`config.mk`:
```
export PLATFORM = sky130hd
export DESIGN_NAME = frac_swallow_div_flat
export DESIGN_NICKNAME = d
export VERILOG_FILES = /design/src/rtl/frac_swallow_div_if.sv /design/src/rtl/frac_swallow_div.sv /design/src/flat_wrapper.sv
export SDC_FILE = /design/constraint.sdc
export NUM_CORES = 1
export LEC_CHECK = 0
export ABC_AREA = 1
export BUFFER_PORTS_ARGS = -buffer_cell sky130_fd_sc_hd__buf_2
export CORE_MARGIN = 3
export CORE_UTILIZATION = 60
export CTS_CLUSTER_SIZE = 8
export DETAILED_ROUTE_END_ITERATION = 10
export PLACE_DENSITY = 0.9
export SYNTH_ARGS = -nofsm -noshare
export SYNTH_HDL_FRONTEND = slang
export SYNTH_SLANG_ARGS = --single-unit
```
`constraint.sdc`:
```
create_clock -name clk -period 5 [get_ports clk]
set_input_delay 0.75 -clock clk [delete_from_list [all_inputs] [get_ports clk]]
set_output_delay 0.75 -clock clk [all_outputs]
set_load 0.01 [all_outputs]
```
`src/rtl/frac_swallow_div_if.sv`:
```
// Connection bundle for the fractional-N pulse-swallow divider: run enable,
// divide words and the divided-clock / strobe outputs.
interface frac_swallow_div_if #(
    parameter int P_WIDTH = 5,
    parameter int S_WIDTH = 3,
    parameter int F_WIDTH = 8
) ();
    logic               en;
    logic [P_WIDTH-1:0] Pi;
    logic [S_WIDTH-1:0] Si;
    logic [F_WIDTH-1:0] Fi;
    logic               Fdiv;
    logic               div_pulse;
    logic               cfg_err;

    modport master (
        output en, Pi, Si, Fi,
        input  Fdiv, div_pulse, cfg_err
    );

    modport slave (
        input  en, Pi, Si, Fi,
        output Fdiv, div_pulse, cfg_err
    );
endinterface

```
`src/rtl/frac_swallow_div.sv`:
```
// Fractional-N pulse-swallow divider: N = Ps*MOD_M + Seff, where Seff = S plus
// the carry of a first-order accumulator. The config is resampled at every period boundary.
module frac_swallow_div #(
    parameter int P_WIDTH = 5,
    parameter int S_WIDTH = 3,
    parameter int F_WIDTH = 8,
    parameter int MOD_M   = 8
) (
    input  logic               clk,
    input  logic               rst,
    frac_swallow_div_if.slave  bus
);
    localparam int M_W  = $clog2(MOD_M + 1);
    localparam int SE_W = S_WIDTH + 1;
    localparam int N_W  = P_WIDTH + M_W + 1;
    localparam int C_W  = (P_WIDTH > S_WIDTH) ? P_WIDTH : S_WIDTH;
    localparam logic [M_W-1:0] PRE_LONG  = M_W'(MOD_M);
    localparam logic [M_W-1:0] PRE_SHORT = M_W'(MOD_M - 1);

    typedef enum logic {IDLE, RUN} state_t;

    state_t              state_reg;
    logic [F_WIDTH-1:0]  acc_reg, acc_next, acc_sum;
    logic [P_WIDTH-1:0]  ps_reg, p_use, p_cnt_reg, p_cnt_next;
    logic [SE_W-1:0]     seff_reg, seff_next, s_cnt_reg, s_cnt_next;
    logic [M_W-1:0]      pre_cnt_reg, pre_cnt_next;
    logic [N_W-1:0]      hi_cnt_reg, hi_cnt_next, n_new, hi_new;
    logic                fdiv_reg, fdiv_next;
    logic                div_pulse_reg, div_pulse_next;
    logic                cfg_err_reg;
    logic                cfg_ok, sample, carry;

    assign cfg_ok = (bus.Pi != '0) && (C_W'(bus.Si) < C_W'(bus.Pi));
    assign sample = bus.en && ((state_reg == IDLE) || div_pulse_reg);
    assign {carry, acc_sum} = {1'b0, acc_reg} + {1'b0, bus.Fi};

    // A rejected word in RUN repeats the previous period exactly (same Ps and
    // same dithered Seff) and leaves the accumulator untouched.
    always_comb begin
        p_use     = cfg_ok ? bus.Pi : ps_reg;
        seff_next = cfg_ok ? (SE_W'(bus.Si) + SE_W'(carry)) : seff_reg;
        acc_next  = cfg_ok ? acc_sum : acc_reg;
        n_new     = N_W'(p_use) * N_W'(MOD_M) + N_W'(seff_next);
        hi_new    = (n_new + N_W'(1)) >> 1;

        pre_cnt_next = pre_cnt_reg;
        p_cnt_next   = p_cnt_reg;
        s_cnt_next   = s_cnt_reg;
        hi_cnt_next  = hi_cnt_reg;
        fdiv_next    = fdiv_reg;

        if (sample) begin
            // s_cnt holds the swallow cycles still owed after the current one.
            pre_cnt_next = (seff_next != '0) ? PRE_LONG : PRE_SHORT;
            p_cnt_next   = p_use - P_WIDTH'(1);
            s_cnt_next   = (seff_next != '0) ? (seff_next - SE_W'(1)) : '0;
            hi_cnt_next  = hi_new - N_W'(1);
            fdiv_next    = 1'b1;
        end else begin
            if (pre_cnt_reg == '0) begin
                p_cnt_next = p_cnt_reg - P_WIDTH'(1);
                if (s_cnt_reg != '0) begin
                    pre_cnt_next = PRE_LONG;
                    s_cnt_next   = s_cnt_reg - SE_W'(1);
                end else begin
                    pre_cnt_next = PRE_SHORT;
                end
            end else begin
                pre_cnt_next = pre_cnt_reg - M_W'(1);
            end
            fdiv_next   = (hi_cnt_reg != '0);
            hi_cnt_next = (hi_cnt_reg != '0) ? (hi_cnt_reg - N_W'(1)) : '0;
        end

        div_pulse_next = (pre_cnt_next == '0) && (p_cnt_next == '0);
    end

    always_ff @(posedge clk or posedge rst) begin
        if (rst) begin
            state_reg     <= IDLE;
            acc_reg       <= '0;
            ps_reg        <= '0;
            seff_reg      <= '0;
            pre_cnt_reg   <= '0;
            p_cnt_reg     <= '0;
            s_cnt_reg     <= '0;
            hi_cnt_reg    <= '0;
            fdiv_reg      <= 1'b0;
            div_pulse_reg <= 1'b0;
            cfg_err_reg   <= 1'b0;
        end else if (!bus.en) begin
            state_reg     <= IDLE;
            acc_reg       <= '0;
            ps_reg        <= '0;
            seff_reg      <= '0;
            pre_cnt_reg   <= '0;
            p_cnt_reg     <= '0;
            s_cnt_reg     <= '0;
            hi_cnt_reg    <= '0;
            fdiv_reg      <= 1'b0;
            div_pulse_reg <= 1'b0;
            cfg_err_reg   <= 1'b0;
        end else if ((state_reg == IDLE) && !cfg_ok) begin
            cfg_err_reg <= 1'b1;
        end else begin
            state_reg     <= RUN;
            cfg_err_reg   <= sample && !cfg_ok;
            if (sample) begin
                acc_reg  <= acc_next;
                ps_reg   <= p_use;
                seff_reg <= seff_next;
            end
            pre_cnt_reg   <= pre_cnt_next;
            p_cnt_reg     <= p_cnt_next;
            s_cnt_reg     <= s_cnt_next;
            hi_cnt_reg    <= hi_cnt_next;
            fdiv_reg      <= fdiv_next;
            div_pulse_reg <= div_pulse_next;
        end
    end

    assign bus.Fdiv      = fdiv_reg;
    assign bus.div_pulse = div_pulse_reg;
    assign bus.cfg_err   = cfg_err_reg;
endmodule

```
`src/flat_wrapper.sv`:
```
// flat-port wrapper written by rule: the top's interface ports become plain ports
module frac_swallow_div_flat 
#(
    parameter int P_WIDTH = 5,
    parameter int S_WIDTH = 3,
    parameter int F_WIDTH = 8,
    parameter int MOD_M   = 8
)
  (clk, rst, bus_en, bus_Pi, bus_Si, bus_Fi, bus_Fdiv, bus_div_pulse, bus_cfg_err);
  frac_swallow_div_if #(.P_WIDTH(P_WIDTH), .S_WIDTH(S_WIDTH), .F_WIDTH(F_WIDTH)) bus_i ();
  input  logic clk;
  input  logic rst;
  input wire logic [$bits(bus_i.en)-1:0] bus_en;
  input wire logic [$bits(bus_i.Pi)-1:0] bus_Pi;
  input wire logic [$bits(bus_i.Si)-1:0] bus_Si;
  input wire logic [$bits(bus_i.Fi)-1:0] bus_Fi;
  output wire logic [$bits(bus_i.Fdiv)-1:0] bus_Fdiv;
  output wire logic [$bits(bus_i.div_pulse)-1:0] bus_div_pulse;
  output wire logic [$bits(bus_i.cfg_err)-1:0] bus_cfg_err;
  assign bus_i.en = bus_en;
  assign bus_i.Pi = bus_Pi;
  assign bus_i.Si = bus_Si;
  assign bus_i.Fi = bus_Fi;
  assign bus_Fdiv = bus_i.Fdiv;
  assign bus_div_pulse = bus_i.div_pulse;
  assign bus_cfg_err = bus_i.cfg_err;
  frac_swallow_div #(.P_WIDTH(P_WIDTH), .S_WIDTH(S_WIDTH), .F_WIDTH(F_WIDTH), .MOD_M(MOD_M)) u_core (.clk(clk), .rst(rst), .bus(bus_i));
endmodule
```
==> run summary, run 1 <==
The clock share of power is roughly 21%. The routed via count divided by cell count came out at roughly 5.9. The initial core utilization came out at between 60% and 70%.

In this run, post-CTS hold repair placed 0 buffers. The DRC violation count after routing is 0. Ranked by total cell area, the synthesized netlist is headed by dfrtp_1 (31%), nand2_1 (11%), ha_1 (8.4%). Setup repair after global routing left no endpoint under its margin. The internal portion of the total power is ~830 uW. The diode insertion count for antenna repair is 0. Buffers inserted during clock tree synthesis total 5. In this run the power density over the cells is between 300 and 400 nW/um2. The combinational share of power came out at around 45%. The via count of the first global-routing pass was roughly 3,400.

The share of layout cells above drive strength 1 came out at between 10% and 20%. STA puts the critical path data required time at 5200 ps. The number of DRC markers after the initial detailed-route iteration came out at roughly 290. The final routed wire length divided by cell count came out at between 10 and 15 um. The slew at the pin closest to its max-slew limit is approximately 730 ps. The maximum clock skew at final layout came out at ~9.5 ps. The cell type group with the largest total delay on the critical path is simple AND/OR/NAND/NOR gates. In this run the worst path has a maximum fanout of 4. The first-pass GRT wire length is 15.07 mm. The switching share of total power is between 40% and 50%. The run finished with clean final reports. Global routing used 25.81% of the available tracks across all layers. Of all flip-flops after synthesis, the portion carrying an async set or reset was 100.0%.

The count of input and output buffers is 21. The highest achievable clock rate came out at between 200 and 250 MHz. Counting the fill cells in the layout gives between 400 and 500. The final-layout setup total negative slack is 0 ps.

The cell area after synthesis came out at 3561 um2. The setup slack of the worst register-to-register path is between 700 and 800 ps. The maximum level of the CTS H-tree came out at 2. After detailed placement, the total cell area comes to roughly 3700 um2.

The worst setup path is captured at a register. The sequential fraction of design power came out at between 30% and 40%. The count of buffer and inverter cells on the critical path came out at 8. After synthesis, flip-flops and latches occupy a little under a third of the total area. The most frequently used flop master after synthesis is dfrtp_1. The count of flip-flops with a built-in enable after synthesis came out at 0. The number of flip-flops and latches in the synthesized netlist is 44. The total leakage power came out at 1.933 nW. For this design, the sink count on the clock tree is 44. The max capacitance violation total came out at 0. The detailed-routing iteration count for the pre-antenna-repair pass came out at 5. A synthesized cell averages roughly 7.4 um2. The floorplan row count came out at 27.

The number of flip-flops in the largest register is 10. STA classifies the critical path startpoint as an input port. The detail route stage leaves a number of antenna-violating nets equal to 0.

The chip width came out at between 80 and 90 um. IR analysis of the VDD net gives a maximum drop of between 0.00015 and 0.0002 V. The data arrival time of the worst path is 4600 ps. The final wirelength came out at roughly 8.6 mm.

The final clock period utilization by the worst path is between 80 and 90%. The master cell of the clock root buffer is clkbuf_8. The global route total overflow is 0.

The half-perimeter wire length after detailed placement came out at ~6.5 mm. The area share of the largest cell type after synthesis came out at 30.92%. On the worst path, the slowest cell contributes a delay of 310 ps. The worst setup path is of the in2reg kind.

The TritonCTS clock tree is built. The hold violation count in the final report came out at 0. In this design, the critical path's most frequently occurring cell is inv_1. The synthesized design spends more area on one cell type than any other, namely dfrtp_1. The final layout net count came out at between 500 and 600. The post-CTS setup buffer count is 0.

Summed over all nets, the switching power comes to 599.0 uW. The most common cell after layout, fill and taps aside is nand2_1. The clock latency at the later pin of the worst-skew pair came out at between 300 and 400 ps. Synthesis handed over a netlist of 479 instances. The final weighted congestion in routability-driven placement is around 0.94.

The setup-violating endpoint count in the final report is 0. The path class of the tightest hold or removal check is reg2reg. After routing the design area is between 3000 and 4000 um2. Compared with the post-synthesis result, the final layout area differs by 8.187%. The number of different library cells used by synthesis comes to 45. Entering global routing, the biggest net connects 45 pins. The library cells used most frequently in the layout, excluding fill and tap cells, are nand2_1 (106), inv_1 (70), dfrtp_1 (44). The buffer depth of the longest clock path came out at 2.

Measured against its own limit, the worst slew margin works out to roughly half. The number of warnings printed during yosys synthesis came out at 0. The post-cts repair resize count came out at 0. The synthesized netlist net count is between 500 and 600. The number of top-level design ports is 22. The area enclosed by the die boundary is 6896 um2. The floorplan step defined a core boundary enclosing about 5600 um2.

The slowest cell on the critical path is ha_1. From bottom edge to top edge, the die measures between 80 and 90 um. The max-slew violation count was 0. The final critical delay including setup and external delays came out at 4400 ps. Clock-pin slew was measured on the worst setup and hold paths at approximately 90 ps. The initial antenna violation count was 0. The final route contains about 3,400 vias.
-- stage by stage --
stage	util, %	power [mW]	hold slack (ps)	instances	setup slack, ps
6_report	68.29	1.432	495.6	575	600.4
5_1_grt	68.29	1.548	531.2	575	155.3
4_1_cts	68.29	1.425	497.9	575	644.8
3_5_place_dp	66.13	1.122	475.3	567	339.9
3_3_place_gp	66.13	1.085	466.9	567	613.8
2_1_floorplan	-	0.9806	450.4	479	924.5
-- tightest hold or removal path: cells and delay by family (launching register included) --
family          cells  cell delay [ps]
compound gates      1               60
flops               1              350
simple gates        1               50
-- logic make-up (layout without fill, tap and decap cells) --
kind of cell    after synthesis  count (layout)  share of synthesized area, %
fa+ha+maj                    25              25                         8.995
xor+xnor                     15              15                         4.217
compound gates               83              83                         13.77
buf+inv                      83             107                         9.135
flops                        44              44                         30.92
simple gates                229             229                         32.96
-- cell type report --
cell class              instances  area, um2  share of cell area (%)
multi-input cells             352       2135                   55.41
flip-flops and latches         44       1101                   28.58
inverters                      76      285.3                   7.405
repair buffers                 23      120.1                   3.118
well taps                      72      90.09                   2.338
clock buffers                   6      82.58                   2.144
clock inverters                 2      38.79                   1.007
-- cells in the mapped netlist, types with 2 or more instances --
master and instances:
nand2_2 12, nand3_4 2, a22o_1 2, o31ai_1 3, xnor2_1 2, nor2_4 6
dfrtp_1 44, inv_1 71, o22ai_1 17, nand2_4 7, clkbuf_1 4, o21ai_1 5
ha_1 24, nand3_1 34, nor2_1 32, xor2_1 12, inv_2 4, o21ai_0 31
buf_2 2, a21oi_1 13, a22oi_1 2, nand2_1 106, nor3_1 6, nand4_1 9
o221ai_1 2, nand3_2 6, nor2_2 3
-- routing by layer --
metal  vias up  global-route usage (%)  share of wire [%]
met5         -                       0                  0
met4         0                   10.40                2.6
met3        30                   4.663                4.8
met2       140                   45.26                 51
met1      1621                   31.12                 42
li1       1625                       -                  -
-- power groups by stage --
stage | sequential [mW] | combinational, mW | clock, mW
after floorplan | 0.481 | 0.500 | 0
after global placement | 0.490 | 0.595 | 0
after detailed placement | 0.496 | 0.626 | 0
after CTS | 0.490 | 0.635 | 0.300
after global routing | 0.502 | 0.735 | 0.312
final | 0.491 | 0.644 | 0.296
-- path summary, 6_finish.rpt --
kind / startpoint / endpoint / depth (start not counted)
worst max-delay path: bus_Fi[0] / u_core.hi_cnt_reg[7] / 34
worst min-delay path: u_core.ps_reg[4] / u_core.ps_reg[4] / 2
worst max register to register: u_core.acc_reg[0] / u_core.hi_cnt_reg[7] / 33
worst min register to register: u_core.ps_reg[4] / u_core.ps_reg[4] / 2
max in group asynchronous: rst / u_core.acc_reg[7] / 3
min in group asynchronous: rst / u_core.bus.cfg_err / 3
(Power assumes the default switching activity.)
==> inputs of run 2 (changes only) <==
--- a/config.mk
+++ b/config.mk
@@ -8,10 +8,10 @@
 export ABC_AREA = 1
 export BUFFER_PORTS_ARGS = -buffer_cell sky130_fd_sc_hd__buf_2
 export CORE_MARGIN = 3
-export CORE_UTILIZATION = 60
+export CORE_UTILIZATION = 35
 export CTS_CLUSTER_SIZE = 8
 export DETAILED_ROUTE_END_ITERATION = 10
-export PLACE_DENSITY = 0.9
+export PLACE_DENSITY = 0.62
 export SYNTH_ARGS = -nofsm -noshare
 export SYNTH_HDL_FRONTEND = slang
 export SYNTH_SLANG_ARGS = --single-unit
==> constraint.sdc (replaced) <==
create_clock -name clk -period 4.3 [get_ports clk]
set_input_delay 0.645 -clock clk [delete_from_list [all_inputs] [get_ports clk]]
set_output_delay 0.645 -clock clk [all_outputs]
set_load 0.01 [all_outputs]
==> run 2 against run 1 <==
Utilization decreased by 28 points. Die area increased by 66%. Via count decreased by 6.3%. Global-route usage decreased by 9.8 points. Flip-flop and latch count unchanged. Routed wire length decreased by 0.52%. Final cell count increased by 11%. Design area increased by 3.3%. Register-to-register slack got worse by 390 ps. Critical path depth unchanged. Sequential power increased by 15%. Clock power increased by 18%. Largest cell class unchanged. Largest power group unchanged.
==> run summary, run 2 (synthesis gave the netlist of run 1 again) <==
The worst register-to-register path begins at u_core.acc_reg[0]. The half-perimeter wire length after detailed placement is 6.552 mm (+1.2%). The number of top-level design ports is 22 (unchanged). The largest incremental delay on the critical path is 280 ps (-30 ps). The final routed wire length divided by cell count came to 13.35 um (-10%). The maximum level of the CTS H-tree is 2 (unchanged). The initial core utilization is 36.26% (-27 points). The count of input and output buffers came out at 21 (unchanged). The finished layout cell area came out at 3980 um2 (+3.3%). The via count of the first global-routing pass is 3,249 (-4.4%). The clock latency at the later pin of the worst-skew pair is 310 ps (about the same). From synthesis to final layout, the design area changed by 11.77%. The maximum clock skew at final layout came out at 14.35 ps (+4.891 ps). The chip width came out at 106.9 um (+29%). The total cell area at the placement stage came out at 3830 um2 (+2.6%). TritonCTS built the clock tree. The largest driver fanout on the critical path is 3 (-1). The die outline height is 106.9 um (+29%). The global-route total usage across every layer came out at 15.97% (-9.8 points). The count of antenna-violating nets left after detailed routing is 0 (unchanged). The detailed-routing iteration count for the pre-antenna-repair pass came out at 4 (-1). The peak supply drop came out at 0.0002218 V (+24%). The critical path class is in2reg. Setup repair after global routing left no endpoint under its margin. The initial antenna violation count came out at 0 (unchanged). The worst-case reg-to-reg path depth was 33 (unchanged). The headroom to the max-slew limit came out at 35.20% (-16 points). The area of the core came out at 9819 um2 (+74%). The slowest stage of the critical path belongs to the cell ha_4. The clock-pin slew of the registers on the worst-case setup and hold paths came out at 90 ps (about the same). The root buffer cell chosen for the clock tree is clkbuf_8. The total leakage power came out at 1.949 nW (+0.80%).

The count of buffer and inverter cells on the critical path is 8 (unchanged). The share of the core filled with cells was 40.53% (-28 points). The sink count of the clock tree came out at 44 (unchanged). The first-pass GRT wire length was 14.95 mm (-0.78%).

The routed via count divided by cell count was 5.011 (-16%). The flow ran to the end, and the final reports show no timing, DRC or antenna violations. The data arrival time of the worst path is 4180 ps (-420 ps).

Among cell families on the critical path, the largest total delay comes from simple AND/OR/NAND/NOR gates. The share of layout cells above drive strength 1 is 17.19% (+1.9 points). The via count of the routed design came out at 3,202 (-6.3%). The worst hold path depth came to 2 (unchanged).

The max capacitance violation total came out at 0 (unchanged). The path with the worst hold slack has its endpoint at u_core.acc_reg[2]. The number of flip-flops in the largest register came out at 10 (unchanged). The number of DRC markers after the initial detailed-route iteration is 208 (-28%). The setup slack of the worst register-to-register path came out at 360 ps (-390 ps).

The most critical setup path has its startpoint at bus_Fi[0]. The top cell types in the final layout, fill and taps aside, are nand2_1 (105), inv_1 (70), dfrtp_1 (44). The final wirelength came to 8.530 mm (-0.52%).

The highest achievable clock rate is about 250 MHz. After layout, the worst path uses around 90% of the clock period. The setup-violating endpoint count in the final report was 0 (unchanged). The diode insertion count for antenna repair is 0 (unchanged). The final weighted congestion in routability-driven placement came out at 0.8467 (-9.5%). Leaving out fill and tap cells, the most frequent cell in the layout is nand2_1. The DRC violation count after routing is 0 (unchanged). The post-CTS setup buffer count came out at 0 (unchanged).

The kind of end point of the critical path is a register. The floorplan row count is 36 (+33%). The worst path required time is 4490 ps (-710 ps).

Subtracting the final worst setup slack from the clock period gives roughly 4000 ps. The max-slew violation count was 0 (unchanged). The cell type with the highest occurrence count on the critical path is inv_1. The startpoint of the most critical hold path is u_core.acc_reg[2]. The power density of the placed cells came out at 415.9 nW/um2 (+12%).

The CTS buffer count came out at 5 (unchanged). The area enclosed by the die boundary is 11,420 um2 (+66%). The largest net degree at the start of global routing came out at 45 (unchanged). The capture point of the worst reg-to-reg path is u_core.hi_cnt_reg[7].

The buffer depth of the longest clock path is 2 (unchanged). The tightest min-delay check is of the reg2reg type. STA classifies the critical path startpoint as an input port. The global route total overflow came out at 0 (unchanged). The final layout net count is 549 (+0.55%). The hold violation count in the final report came out at 0 (unchanged).

The slew at the pin closest to its max-slew limit was 970.6 ps (+241.1 ps).
==> run 2: how the worst max path moves through the flow <==
stage                                end  slack (ps)  cells after the start
floorplan           u_core.hi_cnt_reg[7]         330                     33
global placement    u_core.hi_cnt_reg[6]          30                     34
detailed placement  u_core.hi_cnt_reg[7]        -150                     34
CTS                 u_core.hi_cnt_reg[7]         130                     34
global route        u_core.hi_cnt_reg[8]          10                     34
finish              u_core.hi_cnt_reg[7]         320                     34
==> run 2: through the flow <==
stage	hold slack [ps]	setup WS, ps	cells	power, mW	setup TNS [ps]
global placement	467.1	27.01	631	1.286	0
floorplan	450.4	329.5	479	1.140	0
global route	514.0	11.89	639	1.800	0
CTS	496.2	130.8	639	1.654	0
finish	490.0	316.8	639	1.655	0
detailed placement	473.7	-154.4	631	1.302	-646.1
==> run 2: report_power, final <==
group | switching, mW | total, mW | internal (mW)
clock | 0.158 | 0.349 | 0.190
combinational | 0.458 | 0.740 | 0.282
sequential | 0.0652 | 0.566 | 0.501
==> run 2: repair_timing <==
item	in CTS	in global routing
hold buffers	0	0
gates resized for setup	0	8
endpoints found under the setup margin	0	8
==> run 2: metal layers <==
metal | vias up | GRT usage (%) | part of all wire, %
met5 | - | 0 | 0
met4 | 0 | 4.292 | 1.1
met3 | 13 | 2.107 | 2.9
met2 | 44 | 27.70 | 49
met1 | 1502 | 20.91 | 47
li1 | 1643 | - | -
==> run 2: cell type report <==
type / count / area, um2
clock buffer: 6 / 82.58
inverter: 76 / 285.3
sequential: 44 / 1101
timing repair buffer: 26 / 142.6
tap: 133 / 166.4
clock inverter: 2 / 38.79
fill: 1033 / 5839
multi-input combinational: 352 / 2163
==> run 2: tightest hold or removal path, stage by stage (launching register included) <==
cell and delay, ps:
dfrtp_1 350, nand2_1 50, o31ai_1 50
==> inputs of run 3 (changes only) <==
==> constraint.sdc (replaced) <==
create_clock -name clk -period 4.4 [get_ports clk]
set_input_delay 0.66 -clock clk [delete_from_list [all_inputs] [get_ports clk]]
set_output_delay 0.66 -clock clk [all_outputs]
set_load 0.01 [all_outputs]
==> run 3 against run 2 <==
First-iteration DRC count fell by 27%. Via count rose by 1.0%. Design area fell by 0.47%. Count of clock-buffer cells in the layout did not move. Sequential share of layout area rose by 0.13 points. Flip-flop and latch count did not move. Utilization fell by 0.19 points. Die area did not move. Global-route usage fell by 0.95 points. Non-clock buffer count fell by 1. Register-to-register slack improved by 60 ps. Critical path type unchanged. Largest cell class unchanged.
==> run summary, run 3 (synthesis gave the netlist of run 1 again) <==
The buffer depth of the longest clock path is 2 (unchanged). The global route total overflow came out at 0 (unchanged). TritonCTS built the clock tree. The power density of the placed cells came to 405.8 nW/um2 (-2.4%). The growth of design area from synthesis to finish is 11.24%. The area enclosed by the die boundary is 11,420 um2 (unchanged). The final weighted congestion in routability-driven placement is 0.8344 (-1.5%). The number of fill cells came out at 1,024 (-0.87%).

The floorplan row count is 36 (unchanged). The max-slew violation count is 0 (unchanged). The final standard cell count with taps included and fillers excluded was 638 (-0.16%). The initial core utilization is 36.26% (unchanged).

The share of layout cells above drive strength 1 came out at 16.44% (-0.76 points). The final clock period utilization by the worst path is between 90% and 100%. The DRC violation count after routing came out at 0 (unchanged). The setup-violating endpoint count in the final report came out at 0 (unchanged). Setup repair after global routing left no endpoint under its margin. The count of antenna-violating nets left after detailed routing is 0 (unchanged). The hold violation count in the final report was 0 (unchanged). The number of top-level design ports came out at 22 (unchanged). The most common cell after layout, fill and taps aside is nand2_1. The run finished with clean final reports. The detailed-routing iteration count for the pre-antenna-repair pass came out at 4 (unchanged). The via count of the first global-routing pass is 3,079 (-5.2%). The cell count after placement came out at 630 (-0.16%). The post-route worst setup slack is 367.3 ps (+50.48 ps). The worst setup path is launched from an input port. The number of DRC markers after the initial detailed-route iteration was 152 (-27%). The top cell types in the final layout, fill and taps aside, are nand2_1 (105), inv_1 (70), dfrtp_1 (44).

The worst path required time came out at 4590 ps (+100 ps). The number of flip-flops in the largest register was 10 (unchanged). The data arrival time of the worst path was 4220 ps (+40 ps). In this run the worst hold path is classified as reg2reg. The master cell of the clock root buffer is clkbuf_8. The count of input and output buffers is 21 (unchanged). The final routed wire length divided by cell count was 12.97 um (-2.8%). The slowest cell on the critical path is ha_4. The final layout net count came out at 548 (-0.18%). The sink count of the clock tree is 44 (unchanged). The maximum clock skew at final layout came out at 13.87 ps (-0.4777 ps). The via count of the routed design is 3,235 (+1.0%). The largest net degree at the start of global routing came out at 45 (unchanged). The number of buffers inserted by hold repair at cts is 0 (unchanged).

The clock latency at the later pin of the worst-skew pair is 300 ps (about the same). The half-perimeter wire length after detailed placement is 6.406 mm (-2.2%). The flip-flop and latch area is 1101 um2 (unchanged).

The cell type group with the largest total delay on the critical path is simple AND/OR/NAND/NOR gates. The max capacitance violation total was 0 (unchanged). Derived from the worst setup path, the maximum achievable clock frequency is 248.0 MHz.

The total leakage power came out at 1.943 nW (-0.30%). By startpoint and endpoint, the worst setup path is classified as in2reg. The post-CTS setup buffer count is 0 (unchanged).

The area of the multi-input gates came out at 2152 um2 (-0.52%). The diode insertion count for antenna repair is 0 (unchanged). The peak supply drop is 0.0001987 V (-10%).

The largest driver fanout on the critical path was 3 (unchanged). The area of the core is 9819 um2 (unchanged). The count of buffer and inverter cells on the critical path is 8 (unchanged). The headroom to the max-slew limit is 35.81% (+0.61 points). The global-route total usage across every layer came out at 15.02% (-0.95 points).

The pre-CTS worst setup slack is -14.41 ps (+140.0 ps). The first-pass GRT wire length came out at 14.13 mm (-5.5%). The CTS buffer count was 5 (unchanged). The maximum level of the CTS H-tree came to 2 (unchanged).

The chip width came out at 106.9 um (unchanged). The total cell area at the placement stage was 3822 um2 (-0.20%). The die outline height is 106.9 um (unchanged). STA classifies the critical path endpoint as a register.

The cell type with the highest occurrence count on the critical path is inv_1. The initial antenna violation count came to 0 (unchanged). The final wirelength is 8.278 mm (-3.0%). The largest incremental delay on the critical path is 280 ps (about the same). The final critical delay including setup and external delays came out at 4033 ps. The slew at the pin closest to its max-slew limit came to 961.4 ps (-9.193 ps).

The routed via count divided by cell count is 5.071 (+1.2%). The clock-pin slew of the registers on the worst-case setup and hold paths came out at 90 ps (about the same). The finished layout cell area came out at 3961 um2 (-0.47%).
==> run 3: what timing repair did <==
action,in CTS,in global routing
endpoints found under the setup margin,0,5
resized for setup,0,5
hold endpoints to repair,0,0
==> run 3: final timing paths <==
kind / start / end / slack (ps) / cells past startpoint
max in group asynchronous: rst / u_core.hi_cnt_reg[4] / 3220 / 2
min in group asynchronous: rst / u_core.pre_cnt_reg[1] / 570 / 2
worst max-delay path: bus_Fi[0] / u_core.hi_cnt_reg[7] / 370 / 34
worst min-delay path: u_core.ps_reg[4] / u_core.ps_reg[4] / 490 / 2
worst min register to register: u_core.ps_reg[4] / u_core.ps_reg[4] / 490 / 2
worst max register to register: u_core.acc_reg[0] / u_core.hi_cnt_reg[7] / 420 / 33
==> run 3: stage by stage <==
stage	total power [mW]	hold WS, ps	util (%)	TNS [ps]
floorplan	1.114	450.4	-	0
global placement	1.252	467.1	38.93	0
detailed placement	1.267	478.0	38.93	-14.41
CTS	1.609	499.4	40.16	0
global route	1.760	517.9	40.34	0
finish	1.608	494.6	40.34	0
==> run 3: final cells by class <==
| type | instances | area share (%) |
|---|---|---|
| well taps | 133 | 4.201 |
| repair buffers | 25 | 3.411 |
| inverters | 76 | 7.202 |
| clock buffers | 6 | 2.085 |
| multi-input cells | 352 | 54.33 |
| flip-flops and latches | 44 | 27.80 |
| clock inverters | 2 | 0.9792 |
==> run 3: worst register-to-register path: cells and delay by family, from the launching register on <==
kind / cells / cell delay, ps
and+or+nand+nor: 19 / 1650
buffers and inverters: 7 / 420
adders and majority gates: 5 / 1090
DFF: 1 / 400
AOI/OAI and AO/OA: 2 / 270
==> run 3: per-layer routing <==
metal,track usage (%),vias up,share of wire (%)
met2,24.69,71,47
met1,20.70,1518,48
li1,-,1637,-
met5,0,-,0
met3,2.167,9,4.3
met4,4.018,0,1.1
==> run 3: report_power, final <==
group	leakage (nW)	switching, mW	internal [mW]	total (mW)
registers	0.573	0.0625	0.490	0.552
clock network	0.0614	0.153	0.186	0.339
logic	1.31	0.443	0.273	0.716
total	1.94	0.658	0.949	1.61
